[src/rtl/multicycle_pkg.sv]
// Shared encodings for the multi-cycle MIPS-subset controller.
// The JUMP state exists only when MULTICYCLE_JUMP_EN is defined.
package multicycle_pkg;

    // Controller states; values are fixed so the debug state output is stable.
    typedef enum logic [3:0] {
        FETCH     = 4'd0,
        DECODE    = 4'd1,
        MEM_ADR   = 4'd2,
        MEM_READ  = 4'd3,
        MEM_WB    = 4'd4,
        MEM_WRITE = 4'd5,
        EXECUTE   = 4'd6,
        ALU_WB    = 4'd7,
`ifdef MULTICYCLE_JUMP_EN
        BRANCH    = 4'd8,
        JUMP      = 4'd9
`else
        BRANCH    = 4'd8
`endif
    } state_t;

    // Opcodes (instruction bits [31:26])
    localparam logic [5:0] OP_RTYPE = 6'b000000;
    localparam logic [5:0] OP_LW    = 6'b100011;
    localparam logic [5:0] OP_SW    = 6'b101011;
    localparam logic [5:0] OP_BEQ   = 6'b000100;
    localparam logic [5:0] OP_J     = 6'b000010;

    // R-type funct codes (instruction bits [5:0])
    localparam logic [5:0] FN_ADD = 6'b100000;
    localparam logic [5:0] FN_SUB = 6'b100010;
    localparam logic [5:0] FN_AND = 6'b100100;
    localparam logic [5:0] FN_OR  = 6'b100101;
    localparam logic [5:0] FN_SLT = 6'b101010;

    // ALU control encodings
    localparam logic [2:0] ALUC_AND = 3'b000;
    localparam logic [2:0] ALUC_OR  = 3'b001;
    localparam logic [2:0] ALUC_ADD = 3'b010;
    localparam logic [2:0] ALUC_SUB = 3'b110;
    localparam logic [2:0] ALUC_SLT = 3'b111;

    // ALU operand B select
    typedef enum logic [1:0] {
        SRCB_B      = 2'b00,
        SRCB_FOUR   = 2'b01,
        SRCB_IMM    = 2'b10,
        SRCB_IMM_SH = 2'b11
    } alu_src_b_t;

    // PC next-value select
    typedef enum logic [1:0] {
        PCSRC_ALU    = 2'b00,
        PCSRC_ALUOUT = 2'b01,
        PCSRC_JUMP   = 2'b10
    } pc_src_t;

    // ALU operation class handed to the ALU decoder; NONE yields 000.
    typedef enum logic [1:0] {
        ALUOP_NONE  = 2'b00,
        ALUOP_ADD   = 2'b01,
        ALUOP_SUB   = 2'b10,
        ALUOP_FUNCT = 2'b11
    } alu_op_t;

    // Per-state control word; the *_fetch/_branch/_on_ready bits are
    // qualified by live inputs in the top level.
    typedef struct packed {
        logic       i_or_d;
        logic       mem_read;
        logic       mem_write;
        logic       ir_write;
        logic       pc_en_fetch;
        logic       pc_en_branch;
        logic       pc_en_jump;
        logic       reg_dst;
        logic       mem_to_reg;
        logic       reg_write;
        logic       alu_src_a;
        alu_src_b_t alu_src_b;
        alu_op_t    alu_op;
        pc_src_t    pc_src;
        logic       done;
        logic       done_on_ready;
    } ctrl_t;

    // Control word for a given state; anything not set stays 0.
    function automatic ctrl_t state_ctrl(state_t s);
        ctrl_t c;
        c = '0;
        case (s)
            FETCH: begin
                c.mem_read    = 1'b1;
                c.ir_write    = 1'b1;
                c.pc_en_fetch = 1'b1;
                c.alu_src_b   = SRCB_FOUR;
                c.alu_op      = ALUOP_ADD;
                c.pc_src      = PCSRC_ALU;
            end
            DECODE: begin
                c.alu_src_b = SRCB_IMM_SH;
                c.alu_op    = ALUOP_ADD;
            end
            MEM_ADR: begin
                c.alu_src_a = 1'b1;
                c.alu_src_b = SRCB_IMM;
                c.alu_op    = ALUOP_ADD;
            end
            MEM_READ: begin
                c.i_or_d   = 1'b1;
                c.mem_read = 1'b1;
            end
            MEM_WB: begin
                c.mem_to_reg = 1'b1;
                c.reg_write  = 1'b1;
                c.done       = 1'b1;
            end
            MEM_WRITE: begin
                c.i_or_d        = 1'b1;
                c.mem_write     = 1'b1;
                c.done_on_ready = 1'b1;
            end
            EXECUTE: begin
                c.alu_src_a = 1'b1;
                c.alu_src_b = SRCB_B;
                c.alu_op    = ALUOP_FUNCT;
            end
            ALU_WB: begin
                c.reg_dst   = 1'b1;
                c.reg_write = 1'b1;
                c.done      = 1'b1;
            end
            BRANCH: begin
                c.alu_src_a    = 1'b1;
                c.alu_src_b    = SRCB_B;
                c.alu_op       = ALUOP_SUB;
                c.pc_src       = PCSRC_ALUOUT;
                c.pc_en_branch = 1'b1;
                c.done         = 1'b1;
            end
`ifdef MULTICYCLE_JUMP_EN
            JUMP: begin
                c.pc_src     = PCSRC_JUMP;
                c.pc_en_jump = 1'b1;
                c.done       = 1'b1;
            end
`endif
            default: ;
        endcase
        return c;
    endfunction

endpackage

[src/rtl/multicycle_control_alu_decoder.sv]
// ALU decoder: maps the ALU operation class and funct field to alu_control,
// and flags funct codes the datapath does not support.
module multicycle_control_alu_decoder
    import multicycle_pkg::*;
(
    input  logic [1:0] alu_op,
    input  logic [5:0] funct,
    output logic [2:0] alu_control,
    output logic       funct_valid
);

    // Funct is only consulted for the R-type class; other classes are always valid.
    always_comb begin
        alu_control = ALUC_AND;
        funct_valid = 1'b1;
        case (alu_op_t'(alu_op))
            ALUOP_ADD: alu_control = ALUC_ADD;
            ALUOP_SUB: alu_control = ALUC_SUB;
            ALUOP_FUNCT: begin
                case (funct)
                    FN_ADD:  alu_control = ALUC_ADD;
                    FN_SUB:  alu_control = ALUC_SUB;
                    FN_AND:  alu_control = ALUC_AND;
                    FN_OR:   alu_control = ALUC_OR;
                    FN_SLT:  alu_control = ALUC_SLT;
                    default: funct_valid = 1'b0;
                endcase
            end
            default: ;
        endcase
    end

endmodule

[src/rtl/multicycle_control.sv]
// Multi-cycle MIPS-subset controller (add, sub, and, or, slt, lw, sw, beq).
// Define MULTICYCLE_JUMP_EN to add the JUMP state for opcode 000010.
// The per-state control word is registered alongside the state; only the
// bits that depend on mem_ready, zero or clear are qualified combinationally.
module multicycle_control
    import multicycle_pkg::*;
(
    input  logic       clock,
    input  logic       clear,
    input  logic [5:0] opcode,
    input  logic [5:0] funct,
    input  logic       zero,
    input  logic       mem_ready,
    output logic       pc_en,
    output logic       i_or_d,
    output logic       mem_read,
    output logic       mem_write,
    output logic       ir_write,
    output logic       reg_dst,
    output logic       mem_to_reg,
    output logic       reg_write,
    output logic       alu_src_a,
    output logic [1:0] alu_src_b,
    output logic [2:0] alu_control,
    output logic [1:0] pc_src,
    output logic       instr_done,
    output logic       illegal,
    output logic [3:0] state_dbg
);

    state_t state;
    state_t next_state;
    ctrl_t  ctrl;
    logic   decode_illegal;
    logic   exec_illegal;
    logic   funct_valid;
    logic   run;

    multicycle_control_alu_decoder alu_decoder (
        .alu_op      (ctrl.alu_op),
        .funct       (funct),
        .alu_control (alu_control),
        .funct_valid (funct_valid)
    );

    // Next-state selection and illegal-instruction detection.
    always_comb begin
        next_state     = state;
        decode_illegal = 1'b0;
        exec_illegal   = 1'b0;
        case (state)
            FETCH: if (mem_ready) next_state = DECODE;
            DECODE: begin
                case (opcode)
                    OP_RTYPE:     next_state = EXECUTE;
                    OP_LW, OP_SW: next_state = MEM_ADR;
                    OP_BEQ:       next_state = BRANCH;
`ifdef MULTICYCLE_JUMP_EN
                    OP_J:         next_state = JUMP;
`else
                    OP_J: begin
                        next_state     = FETCH;
                        decode_illegal = 1'b1;
                    end
`endif
                    default: begin
                        next_state     = FETCH;
                        decode_illegal = 1'b1;
                    end
                endcase
            end
            MEM_ADR:   next_state = (opcode == OP_SW) ? MEM_WRITE : MEM_READ;
            MEM_READ:  if (mem_ready) next_state = MEM_WB;
            MEM_WB:    next_state = FETCH;
            MEM_WRITE: if (mem_ready) next_state = FETCH;
            EXECUTE: begin
                if (funct_valid) begin
                    next_state = ALU_WB;
                end else begin
                    next_state   = FETCH;
                    exec_illegal = 1'b1;
                end
            end
            default:   next_state = FETCH;
        endcase
    end

    // State register with its registered control word; clear forces FETCH.
    always_ff @(posedge clock) begin
        if (clear) begin
            state <= FETCH;
            ctrl  <= state_ctrl(FETCH);
        end else begin
            state <= next_state;
            ctrl  <= state_ctrl(next_state);
        end
    end

    // While clear is high no write, read, retire or illegal may escape.
    assign run = ~clear;

    assign pc_en      = run & ((ctrl.pc_en_fetch & mem_ready) |
                               (ctrl.pc_en_branch & zero) |
                               ctrl.pc_en_jump);
    assign ir_write   = run & ctrl.ir_write & mem_ready;
    assign mem_read   = run & ctrl.mem_read;
    assign mem_write  = run & ctrl.mem_write;
    assign reg_write  = run & ctrl.reg_write;
    assign instr_done = run & (ctrl.done | (ctrl.done_on_ready & mem_ready));
    assign illegal    = run & (decode_illegal | exec_illegal);

    assign i_or_d     = ctrl.i_or_d;
    assign reg_dst    = ctrl.reg_dst;
    assign mem_to_reg = ctrl.mem_to_reg;
    assign alu_src_a  = ctrl.alu_src_a;
    assign alu_src_b  = ctrl.alu_src_b;
    assign pc_src     = ctrl.pc_src;
    assign state_dbg  = state;

endmodule

[config.mk]
export PLATFORM = sky130hd
export DESIGN_NAME = multicycle_control
export DESIGN_NICKNAME = d
export VERILOG_FILES = /design/src/rtl/multicycle_pkg.sv /design/src/rtl/multicycle_control_alu_decoder.sv /design/src/rtl/multicycle_control.sv
export SDC_FILE = /design/constraint.sdc
export NUM_CORES = 1
export LEC_CHECK = 0
export ABC_AREA = 0
export CAP_MARGIN = 20
export CELL_PAD_IN_SITES_DETAIL_PLACEMENT = 1
export CELL_PAD_IN_SITES_GLOBAL_PLACEMENT = 1
export CORE_UTILIZATION = 31
export DETAILED_ROUTE_END_ITERATION = 16
export HOLD_SLACK_MARGIN = 0.02
export MAX_ROUTING_LAYER = met4
export PLACE_DENSITY_LB_ADDON = 0.1
export SYNTH_ARGS = -nofsm -noshare
export SYNTH_HDL_FRONTEND = slang
export SYNTH_SLANG_ARGS = --single-unit
export TNS_END_PERCENT = 20
[constraint.sdc]
create_clock -name clock -period 2.04 [get_ports clock]
set_clock_uncertainty 0.1 [all_clocks]
set_input_delay 0.204 -clock clock [delete_from_list [all_inputs] [get_ports clock]]
set_output_delay 0.204 -clock clock [all_outputs]
set_load 0.02 [all_outputs]
==> results.cfg <==
[die]
ios = 38
die_y_um = 60.02
initial_core_util = 0.3336
core_area_um2 = 3128
die_x_um = 60.02
num_rows = 20
die_area_um2 = 3602

[clock_tree]
cts_hold_buf = 0
clkLatencyLatePin_ns = 0.30
cts_tree = done
root_buffer = clkbuf_4
cts.path.max_buffers = 2
path_clk_slew_ns = 0.11
cts_buffers = 3
postCtsSetupBuffers = 0
htreeDepth = 1
cts_sinks = 18

[job]
maxCapViolCount = 0

[synth]
synth_top_area_frac = 0.3453
ys_ff_latch = 18
syn_avg_cell_area_um2 = 8.152
syn_nets = 144
synth.most_common_cell = dfxtp_1
synth_cell_types = 45
yosysSeqAreaShare = 0.3453
synth_top_area_cell = dfxtp_1
synthCells = 128
ys_warn_count = 0
syn-cell-area_um2 = 1044
synth_common_cells = 18 x dfxtp_1, 14 x nor2_1, 10 x a21oi_1
yosys-top-cells-area = dfxtp_1 35%, nor2_1 5.0%, a21oi_1 4.8%, buf_4 3.6%, nor2b_1 3.6%
synthArstFlopShare = 0
synth_ff_type = dfxtp_1
synth-edff-count = 0

[sta]
fmax_mhz = 505.9
min_period_ns = 1.977
hold_viol = 0
tns_ns = 0
fin_crit_sh = 0.9689
setup_violations = 0
slew_viol_final = 0
rsz0062_at_grt = no
fin_hold_ws_ns = 0.4764

[power_and_ir_drop]
peakVddDrop_mv = 0.2194
power_leakage_nw = 0.7708
power_density_nw_per_um2 = 433.1

[route]
ant_nets = 0
drc = 0
totalWireLength_mm = 3.733
num_vias = 1268
post_drt_wl_per_cell_um = 15.68
dr.pass1.iters = 5
avgViaCountPerCell = 5.328
drt_iter0_drc = 43

[setup_path]
cp_num_buf_inv = 1
cp.arrival_ns = 1.67
cp_max_fo = 4
critPathTopFamily = simple AND/OR/NAND/NOR gates
cp_cell_sequence = or4b_1 -> a2bb2oi_2 -> nor2_1 -> buf_4
crit_type = flip-flop to output port
cp-end-kind = output port
slowest_delay_ns = 0.58
worst_path_max_delay_cell = or4b_1
startpoint_type = flip-flop
crit_required_ns = 1.74

[layout]
final_layout_size_suffix_gt1_frac = 0.2680
utilization = 0.5604
layout.nets = 211
top_register = ctrl
largest_reg_flops = 7
area_delta_synth_final_pct = 67.99
n_antenna_cell = 0

[placement]
dp_hpwl_mm = 2.804
gp_congestion = 0.8755
port_buffers = 36

[global_routing]
grt.total_usage = 0.2332
grt_max_degree = 19
grt_pass1_wl_mm = 6.009
grt_pass1_vias = 1333
grt-ovfl-total = 0
grt_antenna_before_repair = 0

[outcome]
outcome = complete, no violations

[hold_path]
hp-class = primary input to flip-flop
-- cell families after synthesis --
| logic type | synth area share |
|---|---|
| AO/OA/AOI/OAI | 0.2530 |
| buffers and inverters | 0.07913 |
| flip-flops | 0.3453 |
| multiplexers | 0.01079 |
| other | 0.003594 |
| AND/OR/NAND/NOR | 0.3082 |
-- worst register-to-register path, cell delays in order (launching register included) --
cell and delay [ns]:
dfxtp_1 0.35, or4b_1 0.58, or3_1 0.50, nand3_1 0.18, o211ai_1 0.11
-- final cells by class --
class / count / area, µm²
clock buffers: 4 / 36.28
fillers: 384 / 1375
inverters: 4 / 15.01
multi-input cells: 94 / 633.1
flip-flops and latches: 18 / 360.3
well taps: 44 / 55.05
repair buffers: 74 / 653.1
-- cells in the final DEF, fill, tap and decap left out, types with 2 or more instances in the layout --
cell / count
a31oi_1: 2
nand4b_1: 2
clkbuf_4: 3
nor4bb_1: 2
o31ai_1: 2
dlygate4sd2_1: 4
o211ai_1: 4
dlymetal6s2s_1: 6
dfxtp_1: 18
clkdlybuf4s50_1: 25
o21ai_0: 4
nand4_1: 2
nor3b_1: 3
nor3_1: 5
nor2b_1: 6
nand2_1: 5
o21a_1: 2
and3_1: 3
inv_1: 4
nand3_1: 2
a21oi_1: 9
nor2_1: 14
nor4b_1: 2
buf_4: 39
-- layer usage --
metal / track usage / wire length, µm / vias to the layer above
li1: - / - / 604
met1: 0.2592 / 1578 / 623
met2: 0.4206 / 1994 / 36
met3: 0.03463 / 121 / 5
met4: 0.07973 / 39 / 0
met5: - / 0 / -
-- worst paths after layout --
kind / endpoint / depth (start not counted) / start / slack, ns
setup / recovery: illegal / 4 / state_dbg[1]$_SDFF_PP0_ / 0.06
hold / removal: alu_src_a$_SDFF_PP0_ / 5 / opcode[0] / 0.48
setup reg to reg: ctrl[4]$_SDFF_PP1_ / 4 / state_dbg[1]$_SDFF_PP0_ / 0.11
hold reg to reg: alu_src_b[1]$_SDFF_PP0_ / 4 / state_dbg[3]$_SDFF_PP0_ / 0.68
-- per-stage QoR --
| stage | total power (W) | instances | cell area [µm²] | setup slack (ns) |
|---|---|---|---|---|
| 2_1_floorplan | 0.0004375 | 128 | 1044 | 0.1672 |
| 3_3_place_gp | 0.0005329 | 234 | 1677 | -0.3336 |
| 3_5_place_dp | 0.0005402 | 234 | 1677 | -0.4791 |
| 4_1_cts | 0.0007614 | 238 | 1717 | -0.2017 |
| 5_1_grt | 0.0007976 | 238 | 1753 | 0.02300 |
| 6_report | 0.0007593 | 238 | 1753 | 0.06339 |
-- what timing repair did --
item                                    4_1_cts  5_1_grt
pin swaps                                     0        4
resized for setup                             7       14
endpoints found under the setup margin        6        6
-- power breakdown --
group | total, W | internal (W) | switching, W
clock | 0.000225 | 0.000109 | 0.000116
combinational | 0.000174 | 0.0000929 | 0.0000807
sequential | 0.000361 | 0.000358 | 0.00000293
total | 0.000759 | 0.000560 | 0.000199
Note: power is estimated with default switching activity, not from simulation.
